==> src/rtl/qoa_spi_master.sv <==
// qoa_spi_master: SPI mode-0 initiator that sends one byte per transaction,
// MSB first and full duplex. Chip select can be held low between bytes.
module qoa_spi_master #(
   parameter int CLK_DIV  = 4,  // SPI half-period in sclk cycles (>= 1)
   parameter int CS_SETUP = 2   // cs_n fall to first half-period count (>= 1)
) (
   input  logic       sclk,
   input  logic       rst_n,
   input  logic [7:0] tx_data,
   input  logic       tx_valid,
   output logic       tx_ready,
   input  logic       hold_cs,
   output logic [7:0] rx_data,
   output logic       rx_valid,
   output logic       spi_sck,
   output logic       spi_cs_n,
   output logic       spi_mosi,
   input  logic       spi_miso
);

   typedef enum logic [1:0] {IDLE, SETUP, SHIFT} state_t;

   state_t      state_q, state_d;
   logic [7:0]  tx_sh, rx_sh;
   logic        hold_q;
   logic [15:0] div_cnt, setup_cnt;
   logic [3:0]  half_cnt;

   logic accept, setup_done, tick, rise, last;

   // Handshake and divider events, all from registered state.
   always_comb begin
      accept     = tx_valid && tx_ready;
      setup_done = (state_q == SETUP) && (setup_cnt == 16'(CS_SETUP - 1));
      tick       = (state_q == SHIFT) && (div_cnt == 16'(CLK_DIV - 1));
      rise       = tick && !spi_sck;
      last       = tick && spi_sck && (half_cnt == 4'd15);
   end

   // Next-state logic: a held cs_n skips the setup gap.
   always_comb begin
      state_d = state_q;
      case (state_q)
         IDLE:    if (accept) state_d = spi_cs_n ? SETUP : SHIFT;
         SETUP:   if (setup_done) state_d = SHIFT;
         SHIFT:   if (last) state_d = IDLE;
         default: state_d = IDLE;
      endcase
   end

   // State register; reset abandons any transfer in flight.
   always_ff @(posedge sclk) begin
      if (!rst_n) state_q <= IDLE;
      else        state_q <= state_d;
   end

   // Datapath: shift registers, divider, half-period count and SPI pins.
   always_ff @(posedge sclk) begin
      if (!rst_n) begin
         tx_sh     <= '0;
         rx_sh     <= '0;
         hold_q    <= 1'b0;
         div_cnt   <= '0;
         setup_cnt <= '0;
         half_cnt  <= '0;
         tx_ready  <= 1'b1;
         rx_data   <= '0;
         rx_valid  <= 1'b0;
         spi_sck   <= 1'b0;
         spi_cs_n  <= 1'b1;
         spi_mosi  <= 1'b0;
      end else begin
         rx_valid <= 1'b0;
         case (state_q)
            IDLE: begin
               if (accept) begin
                  tx_sh     <= tx_data;
                  hold_q    <= hold_cs;
                  tx_ready  <= 1'b0;
                  spi_mosi  <= tx_data[7];
                  spi_cs_n  <= 1'b0;
                  setup_cnt <= '0;
                  div_cnt   <= '0;
                  half_cnt  <= '0;
               end else if (!hold_cs) begin
                  // A held frame is closed as soon as the host stops asking for it.
                  spi_cs_n <= 1'b1;
               end
            end
            SETUP: setup_cnt <= setup_cnt + 16'd1;
            SHIFT: begin
               if (tick) begin
                  div_cnt  <= '0;
                  spi_sck  <= ~spi_sck;
                  half_cnt <= half_cnt + 4'd1;
                  if (rise) begin
                     rx_sh <= {rx_sh[6:0], spi_miso};
                  end else if (last) begin
                     // 8th falling edge: byte complete, mosi keeps its last bit.
                     rx_data  <= rx_sh;
                     rx_valid <= 1'b1;
                     tx_ready <= 1'b1;
                     if (!hold_q) spi_cs_n <= 1'b1;
                  end else begin
                     tx_sh    <= {tx_sh[6:0], 1'b0};
                     spi_mosi <= tx_sh[6];
                  end
               end else begin
                  div_cnt <= div_cnt + 16'd1;
               end
            end
            default: ;
         endcase
      end
   end

endmodule
==> config.mk <==
export PLATFORM = sky130hd
export DESIGN_NAME = qoa_spi_master
export DESIGN_NICKNAME = d
export VERILOG_FILES = /design/src/rtl/qoa_spi_master.sv
export SDC_FILE = /design/constraint.sdc
export NUM_CORES = 1
export LEC_CHECK = 0
export CAP_MARGIN = 20
export CELL_PAD_IN_SITES_DETAIL_PLACEMENT = 1
export CELL_PAD_IN_SITES_GLOBAL_PLACEMENT = 1
export CORE_ASPECT_RATIO = 1.75
export CORE_MARGIN = 2
export CORE_UTILIZATION = 32
export DETAILED_ROUTE_END_ITERATION = 12
export GPL_TIMING_DRIVEN = 0
export PLACE_DENSITY_LB_ADDON = 0.15
export REMOVE_ABC_BUFFERS = 1
export SLEW_MARGIN = 20
export SYNTH_ARGS = -nofsm -noshare
export SYNTH_HDL_FRONTEND = slang
export SYNTH_SLANG_ARGS = --single-unit
==> constraint.sdc <==
create_clock -name sclk -period 2.48 [get_ports sclk]
set_input_delay 0.496 -clock sclk [delete_from_list [all_inputs] [get_ports sclk]]
set_output_delay 0.496 -clock sclk [all_outputs]
set_load 0.03 [all_outputs]
# --- Word-level counts from Yosys, hierarchy flattened ---
# Cells that the tools add are included.
totals:
  input_bits: 13
  register_bits: 67
op_classes:
  bitwise: 5
  muxes: 35
  eq_ne: 13
  add_sub_neg: 3
  reduce_logical: 22
op_table:
  columns: ["op", "n"]
  rows:
  - ["one-hot mux 16 bit (2 select lines)", 2]
  - ["adder 16 x 1 -> 16 bit (second input constant)", 2]
  - ["two-way mux 16 bit", 2]
  - ["two-way mux 7 bit", 4]
  - ["equality test 16 x 1 -> 1 bit (second input constant)", 1]
  - ["equality test 16 x 2 -> 1 bit (second input constant)", 1]
  - ["two-way mux 1 bit", 15]
  - ["inequality test 2 bit (second input constant)", 7]
  - ["one-hot mux 7 bit (2 select lines)", 1]
  - ["AND reduction 5 bit", 2]
  - ["AND reduction 3 bit", 3]
  - ["two-way mux 2 bit", 4]
  - ["two-way mux 4 bit", 2]
  - ["one-hot mux 4 bit (2 select lines)", 1]
  - ["AND reduction 2 bit", 4]
  - ["logical AND 1 bit", 6]
  - ["one-hot mux 1 bit (2 select lines)", 3]
  - ["one-hot mux 2 bit (3 select lines)", 1]
  - ["AND reduction 6 bit", 1]
  - ["NOT 1 bit", 5]
  - ["adder 4 x 1 -> 4 bit (second input constant)", 1]
  - ["equality test 4 bit (second input constant)", 1]
  - ["AND reduction 4 bit", 1]
  - ["nonzero test 2 bit", 2]
  - ["other kinds (6)", 6]

# --- Longest topological paths before layout ---
# Gate-level depths: netlist (run 1).
depth:
  word_depth: 8
  ltp_mapped: 6
  mapped_depth_nobuf: 6

# --- Worst setup path before layout (run 1) ---
# No wires, ideal clock.
synth_path:
  path_kind: "register to register"
  startpoint: "register div_cnt[0]"
  endpoint: "register rx_data[1]"
  period_less_slack_ns: 2.079
  arrival_time_ns: 1.947
  setup_ns: 0.132
  stages_incl_launch_ff: 7
  slack_ns: 0.401
  path_buffers: 1
  path_cell_list: "dfxtp_1 -> ha_1 -> or4b_4 -> or4_1 -> buf_6 -> o21ai_1 -> a21oi_1"
synth_via:
  elab_chain_cells: 5
  word_cells_on_any_way: 7
synth_rtl:
  columns: ["item", "line_no", "text"]
  rows:
  - ["from (decl)", "26", "logic [15:0] div_cnt, setup_cnt;"]
  - ["from (signal assigned)", "109", "div_cnt <= div_cnt + 16'd1;"]
  - ["equality test 16 x 2 -> 1 bit *", "35", "tick = (state_q == SHIFT) && (div_cnt == 16'(CLK_DIV - 1));"]
  - ["logical AND 1 bit *", "35", null]
  - ["logical AND 1 bit, on equally long branches", "37, 36", null]
  - ["logical AND 1 bit or NOT 1 bit (tied branches)", null, null]
  - ["AND reduction 4 bit (no line) *", null, null]
  - ["to (signal assigned)", "100", "rx_data <= rx_sh;"]
  - ["to (decl)", "13", "output logic [7:0] rx_data,"]
# Mark *: on every way between the ends. The rest lies on a longest branch, timed or not.
# A chain may end at the register's enable or synchronous reset.

# --- Worst setup path in the final report (run 1) ---
layout_path:
  startpoint: "register div_cnt[0]"
  endpoint: "register spi_cs_n"
layout_via:
  elab_chain_cells: 6
  word_cells_on_any_way: 9
layout_rtl:
  columns: ["item", "line_no", "text"]
  rows:
  - ["equality test 16 x 2 -> 1 bit *", "35", null]
  - ["logical AND 1 bit *", "35", null]
  - ["logical AND 1 bit (2 in series)", "37", "last = tick && spi_sck && (half_cnt == 4'd15);"]
  - ["inequality test 2 bit (no line)", null, null]
  - ["AND reduction 6 bit (no line) *", null, null]
  - ["to (signal assigned)", "70", "spi_cs_n <= 1'b1;"]
  - ["to (signal assigned)", "81", "spi_cs_n <= 1'b0;"]
  - ["to (signal assigned)", "87", "spi_cs_n <= 1'b1;"]
  - ["to (decl)", "16", "output logic spi_cs_n,"]
# Marks and branches as above.

==> impl_metrics.yaml, run 1 <==
sta:
  final_hold_viol_count: 0
  setup-violations-final: 0
  worst_hold_slack_ps: 459
  total_neg_setup_slack_ps: 0
  slew_headroom: 0.403
  min_period_over_period: 0.934
  timing_worst_slew_pin_value_ps: 892
  setup_repair_after_global_routing_missed_its_margin: "yes"
  layout_min_cycle_time_ps: 2320
  final-max-slew-violation-count: 0
  fin_worst_skew_ps: 7.24
  fmax_mhz: 432
clock_tree:
  ctsHtreeMaxLevel: 3
  clock_path_buffers: 2
  cts_post_setup_buffers_inserted: 0
  cts_tree: "done"
  ctsRootBufferMaster: "sky130_fd_sc_hd__clkbuf_16"
  clkSlewWorstSetupHoldPaths_ps: 50
  cts_made_buffers: 9
  clkSinkCount: 67
  worstSkewPairLatency_ps: 330
synth:
  yosys-top-cells-area: "sky130_fd_sc_hd__dfxtp_1 (40%), sky130_fd_sc_hd__a21oi_1 (5.7%), sky130_fd_sc_hd__nand3_1 (4.4%), sky130_fd_sc_hd__nand2_1 (4.3%), sky130_fd_sc_hd__mux2i_1 (3.3%)"
  synth_seq_area_share: 0.403
  post_synth.cell_area_avg_um2: 8.50
  synthesis.instances: 392
  synth_async_sr_flop_share: 0
  synth_top_flop_cell: "sky130_fd_sc_hd__dfxtp_1"
  postSynthRegisterBits: 67
  ys.warnings.count: 0
  syn-cell-area_mm2: 0.00333
  netlist.top_cell.by_area: "sky130_fd_sc_hd__dfxtp_1"
  netlist.area_leader.share: 0.403
  synth_enable_flop_cells: 0
  yosys.cell_types.count: 53
finish:
  areaGrowthSynthToFinish_pct: 20.4
  regArea_mm2: 0.00134
  fillCellCount: 1211
  post_route_cells_drive_above_1_share: 0.116
  multiInputGateArea_mm2: 0.00191
  layout_common_cells: "sky130_fd_sc_hd__dfxtp_1 (67), sky130_fd_sc_hd__a21oi_1 (38), sky130_fd_sc_hd__nand2_1 (37)"
  nets: 425
  most_common_cell_after_layout_fill_and_taps_aside: "sky130_fd_sc_hd__dfxtp_1"
  antenna_cells: 0
setup_path:
  critical-path-max-stage-delay_ps: 740
  critical_path.cell_chain: "ha_2 -> nor4b_4 -> nand4_1 -> o21ai_0 -> a31o_1"
  worst-endpoint-arrival_ps: 2580
  type_of_destination_of_the_critical_path: "register"
  critical_path_peak_fanout: 21
  critical_path.startpoint_type: "register"
  worstSetupPathType: "reg2reg"
  cp.required_ps: 2750
  worst_path_max_delay_cell: "sky130_fd_sc_hd__nand4_1"
die:
  initial_utilization: 0.325
  die_area_mm2: 0.0113
  die_width_um: 81.1
  number_of_ports_placed_on_the_die_boundary: 26
  placementRows: 49
  dieHeight_um: 139
  core_mm2: 0.0102
placed_design:
  port_buffers: 25
  gp_congestion: 0.795
  estimated_wirelength_of_the_detail_placed_design_um: 6770
pwr:
  finalPower_mw: 3.19
  power_leakage_nw: 1.27
  pwr_density_cell_mw_per_mm2: 796
  power.ir.vdd_worst_mv: 0.391
routing:
  remaining_drc_errors: 0
  drtAntennaViolNets: 0
  drt-pass1-iter-count: 4
  drt-wirelength-per-cell_um: 17.8
  routed_wirelength_um: 9600
  vias_per_cell: 5.70
  drt_iter0_markers: 72
  route.vias.total: 3079
grt:
  grt_antenna_before_repair: 0
  grt_overflow_total: 0
  gr-usage-all-layers: 0.180
  grt_pass1_vias: 3254
  grt_first_pass_wirelength_um: 15900
  largest_net_degree_at_the_start_of_global_routing: 24
status:
  run_status: "finished, final reports clean"
worst_hold_path:
  hold_path.class: "reg2reg"
job:
  maxCapViolations: 0
## cells by family (layout without fill, tap and decap cells)
family,count (synthesis),count (layout),synth area share
simple gates,164,164,0.280
compound gates,98,98,0.174
flops,67,67,0.403
buf+inv,29,50,0.0394
mux,19,19,0.0601
xor+xnor,11,11,0.0289
fa+ha+maj,4,4,0.0150
## per-layer routing
layer  wire (um)  GRT usage  vias up
met5           0          0        -
met1        3680      0.186     1544
met3         152     0.0293       11
met4         167     0.0660        0
met2        5600      0.348       25
li1            -          -     1499
## cell type report
cell class | count | area share
Timing Repair Buffer | 25 | 0.0627
Inverter | 8 | 0.00842
Tap cell | 127 | 0.0396
Clock inverter | 4 | 0.0122
Multi-Input combinational cell | 296 | 0.477
Clock buffer | 12 | 0.0640
Sequential cell | 67 | 0.334
Timing Repair inverter | 1 | 0.00125
## final timing paths
kind / startpoint / endpoint / slack [ps] / depth (start not counted)
worst max-delay path: div_cnt[0]$_SDFFE_PN0P_ / spi_cs_n$_SDFFE_PN1P_ / 160 / 5
worst min-delay path: hold_q$_SDFFE_PN0P_ / hold_q$_SDFFE_PN0P_ / 460 / 2
worst max register to register: div_cnt[0]$_SDFFE_PN0P_ / spi_cs_n$_SDFFE_PN1P_ / 160 / 5
worst min register to register: hold_q$_SDFFE_PN0P_ / hold_q$_SDFFE_PN0P_ / 460 / 2
## cells in the mapped netlist, types with 2 or more instances
| cell | instances |
|---|---|
| sky130_fd_sc_hd__o21ai_1 | 12 |
| sky130_fd_sc_hd__a21oi_1 | 38 |
| sky130_fd_sc_hd__buf_6 | 3 |
| sky130_fd_sc_hd__nand2b_1 | 3 |
| sky130_fd_sc_hd__o211ai_1 | 3 |
| sky130_fd_sc_hd__dfxtp_1 | 67 |
| sky130_fd_sc_hd__or3_1 | 11 |
| sky130_fd_sc_hd__mux2_2 | 8 |
| sky130_fd_sc_hd__o21ai_2 | 5 |
| sky130_fd_sc_hd__clkbuf_1 | 17 |
| sky130_fd_sc_hd__xor2_1 | 6 |
| sky130_fd_sc_hd__nand3b_1 | 2 |
| sky130_fd_sc_hd__and4_1 | 3 |
| sky130_fd_sc_hd__o31ai_1 | 2 |
| sky130_fd_sc_hd__nand4b_1 | 2 |
| sky130_fd_sc_hd__or4b_1 | 2 |
| sky130_fd_sc_hd__and2_1 | 2 |
| sky130_fd_sc_hd__nand4_1 | 16 |
| sky130_fd_sc_hd__a31oi_1 | 12 |
| sky130_fd_sc_hd__nor4_1 | 8 |
| sky130_fd_sc_hd__nor4_4 | 2 |
| sky130_fd_sc_hd__nor4b_1 | 3 |
| sky130_fd_sc_hd__xnor2_1 | 5 |
| sky130_fd_sc_hd__inv_1 | 8 |
| sky130_fd_sc_hd__nor2_1 | 20 |
| sky130_fd_sc_hd__a21o_1 | 2 |
| sky130_fd_sc_hd__o21ai_0 | 14 |
| sky130_fd_sc_hd__nand2_1 | 38 |
| sky130_fd_sc_hd__or4_1 | 6 |
| sky130_fd_sc_hd__nor3b_1 | 2 |
| sky130_fd_sc_hd__ha_1 | 4 |
| sky130_fd_sc_hd__nor3_1 | 7 |
| sky130_fd_sc_hd__nand3_1 | 29 |
| sky130_fd_sc_hd__mux2i_1 | 11 |
## critical path: cells and delay by family, from the launching register on
family                     cells  cell delay [ps]
DFF                            1              390
AOI/OAI and AO/OA              2              630
and+or+nand+nor                2              960
adders and majority gates      1              260
## state kept, by name, indices dropped and copies added (netlist names), 2 cells and up
name       count
rx_data        8
setup_cnt     16
rx_sh          8
div_cnt       16
tx_sh          7
state_q        2
half_cnt       4
## report_power, final
group	internal [mW]	leakage, nW	switching [mW]	total, mW
logic	0.235	0.578	0.425	0.660
clock network	0.831	0.153	0.464	1.30
registers	1.15	0.542	0.0907	1.24
total	2.21	1.27	0.980	3.19
## what timing repair did
item                       4_1_cts  5_1_grt
hold endpoints to repair         0        0
gates cloned                     1        0
gates resized for setup         10        7
hold buffers                     0        0
setup endpoints to repair       32       30
pin swaps                        1        2
## metrics by stage
stage	setup WS [ps]	util	cell area [um2]	std cells
finish	165	0.392	4010	540
global route	-32.4	0.392	4010	540
CTS	11.1	0.388	3980	540
detailed placement	-1210	0.355	3640	523
global placement	-1100	0.355	3640	523
floorplan	298	-	3230	371
(Power assumes the default switching activity.)
==> inputs of run 2 (changes only) <==
--- a/config.mk
+++ b/config.mk
@@ -14,7 +14,6 @@
 export DETAILED_ROUTE_END_ITERATION = 12
 export GPL_TIMING_DRIVEN = 0
 export PLACE_DENSITY_LB_ADDON = 0.15
-export REMOVE_ABC_BUFFERS = 1
 export SLEW_MARGIN = 20
 export SYNTH_ARGS = -nofsm -noshare
 export SYNTH_HDL_FRONTEND = slang
==> run 2 against run 1 <==
Via count up 2.4%. Critical path depth unchanged. Clock skew about the same. Sequential share of layout area down 0.49 points. Final area up 1.5%. Power up 3.1%. Sequential cell count unchanged. Combinational power up 9.2%. Register-to-register slack worse by 20 ps. Final cell count up 3.7%. Global-route usage up 1.1 points. Critical path type unchanged. Largest power group unchanged.
==> impl_metrics.yaml, run 2 (synthesized netlist as in run 1, its figures left out) <==
status:
  run_status: "finished, final reports clean"
placed_design:
  pre_cts_slack_ps: -53.9
  port_buffers: 25
  estimated_wirelength_of_the_detail_placed_design_um: 7310
  gp_congestion: 0.795
grt:
  grtUsageMet2: 0.338
  grt.met1_usage: 0.220
  grt_overflow_total: 0
  grt_first_pass_wirelength_um: 16600
  grt_antenna_before_repair: 0
  grt-busiest-layer: "met2"
  largest_net_degree_at_the_start_of_global_routing: 13
  global_route.usage.met3: 0.0293
  gr-usage-all-layers: 0.191
  grt_pass1_vias: 3231
pwr:
  power.ir.vdd_worst_mv: 0.442
  pwr-share-clk: 0.417
  power.internal_mw: 2.26
  power.combinational.fraction: 0.219
  p_seq_frac: 0.364
  pwr_density_cell_mw_per_mm2: 808
  power_leakage_nw: 1.31
  switching_share: 0.312
  netSwitchingPower_mw: 1.03
  finalPower_mw: 3.29
clock_tree:
  ctsRootBufferMaster: "sky130_fd_sc_hd__clkbuf_16"
  clkSinkCount: 67
  clock_path_buffers: 2
  hold_buffers: 0
  cts_made_buffers: 9
  ctsHtreeMaxLevel: 3
  clkSlewWorstSetupHoldPaths_ps: 50
  cts_tree: "done"
  cts_post_setup_buffers_inserted: 0
  worstSkewPairLatency_ps: 340
finish:
  post_route_cells_drive_above_1_share: 0.0924
  antenna_cells: 0
  nets: 445
  areaGrowthSynthToFinish_pct: 22.2
  layout_common_cells: "sky130_fd_sc_hd__dfxtp_1 (67), sky130_fd_sc_hd__a21oi_1 (38), sky130_fd_sc_hd__nand2_1 (38)"
  reg.largest.list: "div_cnt: 16 flops, setup_cnt: 16 flops"
  most_common_cell_after_layout_fill_and_taps_aside: "sky130_fd_sc_hd__dfxtp_1"
sta:
  fin_worst_skew_ps: 7.61
  final_hold_viol_count: 0
  final-max-slew-violation-count: 0
  timing_worst_slew_pin_value_ps: 733
  setup_repair_after_global_routing_missed_its_margin: "no"
  min_period_over_period: 0.942
  layout_min_cycle_time_ps: 2340
  slew_headroom: 0.510
  setup-violations-final: 0
  fmax_mhz: 428
  setup_slack_ps: 143
routing:
  vias_per_cell: 5.63
  remaining_drc_errors: 0
  route.vias.total: 3153
  drt_iter0_markers: 129
  drt-pass1-iter-count: 4
  drt-wirelength-per-cell_um: 17.9
  routed_wirelength_um: 10000
  drtAntennaViolNets: 0
die:
  placementRows: 49
  die_width_um: 81.1
  number_of_ports_placed_on_the_die_boundary: 26
  core_mm2: 0.0102
  dieHeight_um: 139
  initial_utilization: 0.325
  die_area_mm2: 0.0113
worst_hold_path:
  hold_path.class: "reg2reg"
job:
  maxCapViolations: 0
setup_path:
  worstSetupPathType: "reg2reg"
  critical_path_peak_fanout: 9
  critical_path.startpoint_type: "register"
  critical-path-max-stage-delay_ps: 550
  cp.required_ps: 2700
  worst-endpoint-arrival_ps: 2560
  critical_path.cell_chain: "ha_1 -> or4b_4 -> nor4_4 -> a21oi_1 -> a31o_1"
  worst_path_max_delay_cell: "sky130_fd_sc_hd__or4b_4"
  type_of_destination_of_the_critical_path: "register"
synth:
  synthesized_net_count: 409
[run 2: cell count changes in the layout (fill, tap and decap cells not counted), sizes merged]
cell and change:
inv +1, clkdlybuf4s15 -1, clkinvlp +1, clkdlybuf4s50 +1, buf +4, bufinv +1
clkinv -1, clkbuf +14
[run 2: per-layer routing]
layer	up-vias	wire length, um	part of all wire
li1	1539	-	-
met1	1563	4080	0.41
met3	15	212	0.021
met4	0	269	0.027
met2	36	5450	0.54
met5	-	0	0
[run 2: cell type report]
type / count / area, um2
Buffer: 21 / 101
Clock buffer: 9 / 225
Clock inverter: 7 / 92.6
Fill cell: 1183 / 6170
Inverter: 8 / 30.0
Multi-Input combinational cell: 296 / 1870
Sequential cell: 67 / 1340
Tap cell: 127 / 159
Timing Repair Buffer: 25 / 250
[run 2: through the flow]
step | hold slack, ps | TNS, ps | cell area [um2] | std cells | util
after detailed placement | 458 | -397 | 3740 | 544 | 0.365
after global routing | 488 | 0 | 4070 | 560 | 0.398
final | 466 | 0 | 4070 | 560 | 0.398
after CTS | 467 | 0 | 4060 | 560 | 0.396
after floorplan | 433 | 0 | 3330 | 392 | -
after global placement | 445 | -80.5 | 3740 | 544 | 0.365
[run 2: worst paths after layout]
kind	from	endpoint	slack, ps	cells after the start
setup / recovery	div_cnt[0]$_SDFFE_PN0P_	spi_cs_n$_SDFFE_PN1P_	140	5
hold / removal	hold_q$_SDFFE_PN0P_	hold_q$_SDFFE_PN0P_	470	2
setup reg to reg	div_cnt[0]$_SDFFE_PN0P_	spi_cs_n$_SDFFE_PN1P_	140	5
hold reg to reg	hold_q$_SDFFE_PN0P_	hold_q$_SDFFE_PN0P_	470	2
[run 2: power groups by stage]
stage / sequential, mW / combinational, mW / clock [mW]
global placement: 1.21 / 0.715 / 0
finish: 1.20 / 0.721 / 1.37
floorplan: 1.23 / 0.467 / 0
CTS: 1.20 / 0.733 / 1.41
detailed placement: 1.22 / 0.727 / 0
global route: 1.21 / 0.798 / 1.46
[run 2: repair_timing]
item / 4_1_cts / 5_1_grt
hold endpoints to repair: 0 / 0
endpoints found under the setup margin: 0 / 10
gates resized for setup: 0 / 2
[run 2: worst max-delay path, delay by kind of cell, from the launching register on]
kind	cells	cell delay (ps)
fa+ha+maj	1	300
flops	1	410
compound gates	2	430
simple gates	2	1070
==> inputs of run 3 (changes only) <==
--- a/config.mk
+++ b/config.mk
@@ -14,7 +14,6 @@
 export DETAILED_ROUTE_END_ITERATION = 12
 export GPL_TIMING_DRIVEN = 0
 export PLACE_DENSITY_LB_ADDON = 0.15
-export SLEW_MARGIN = 20
 export SYNTH_ARGS = -nofsm -noshare
 export SYNTH_HDL_FRONTEND = slang
 export SYNTH_SLANG_ARGS = --single-unit
==> constraint.sdc (replaced) <==
create_clock -name sclk -period 2.48 [get_ports sclk]
set_input_delay 0.372 -clock sclk [delete_from_list [all_inputs] [get_ports sclk]]
set_output_delay 0.372 -clock sclk [all_outputs]
set_load 0.03 [all_outputs]
==> results of run 3 <==
Same layout as run 2: the final DEF is identical, and so are final timing and power.
Among the figures that moved: setup slack after placement -53.9 ps -> 70.1 ps
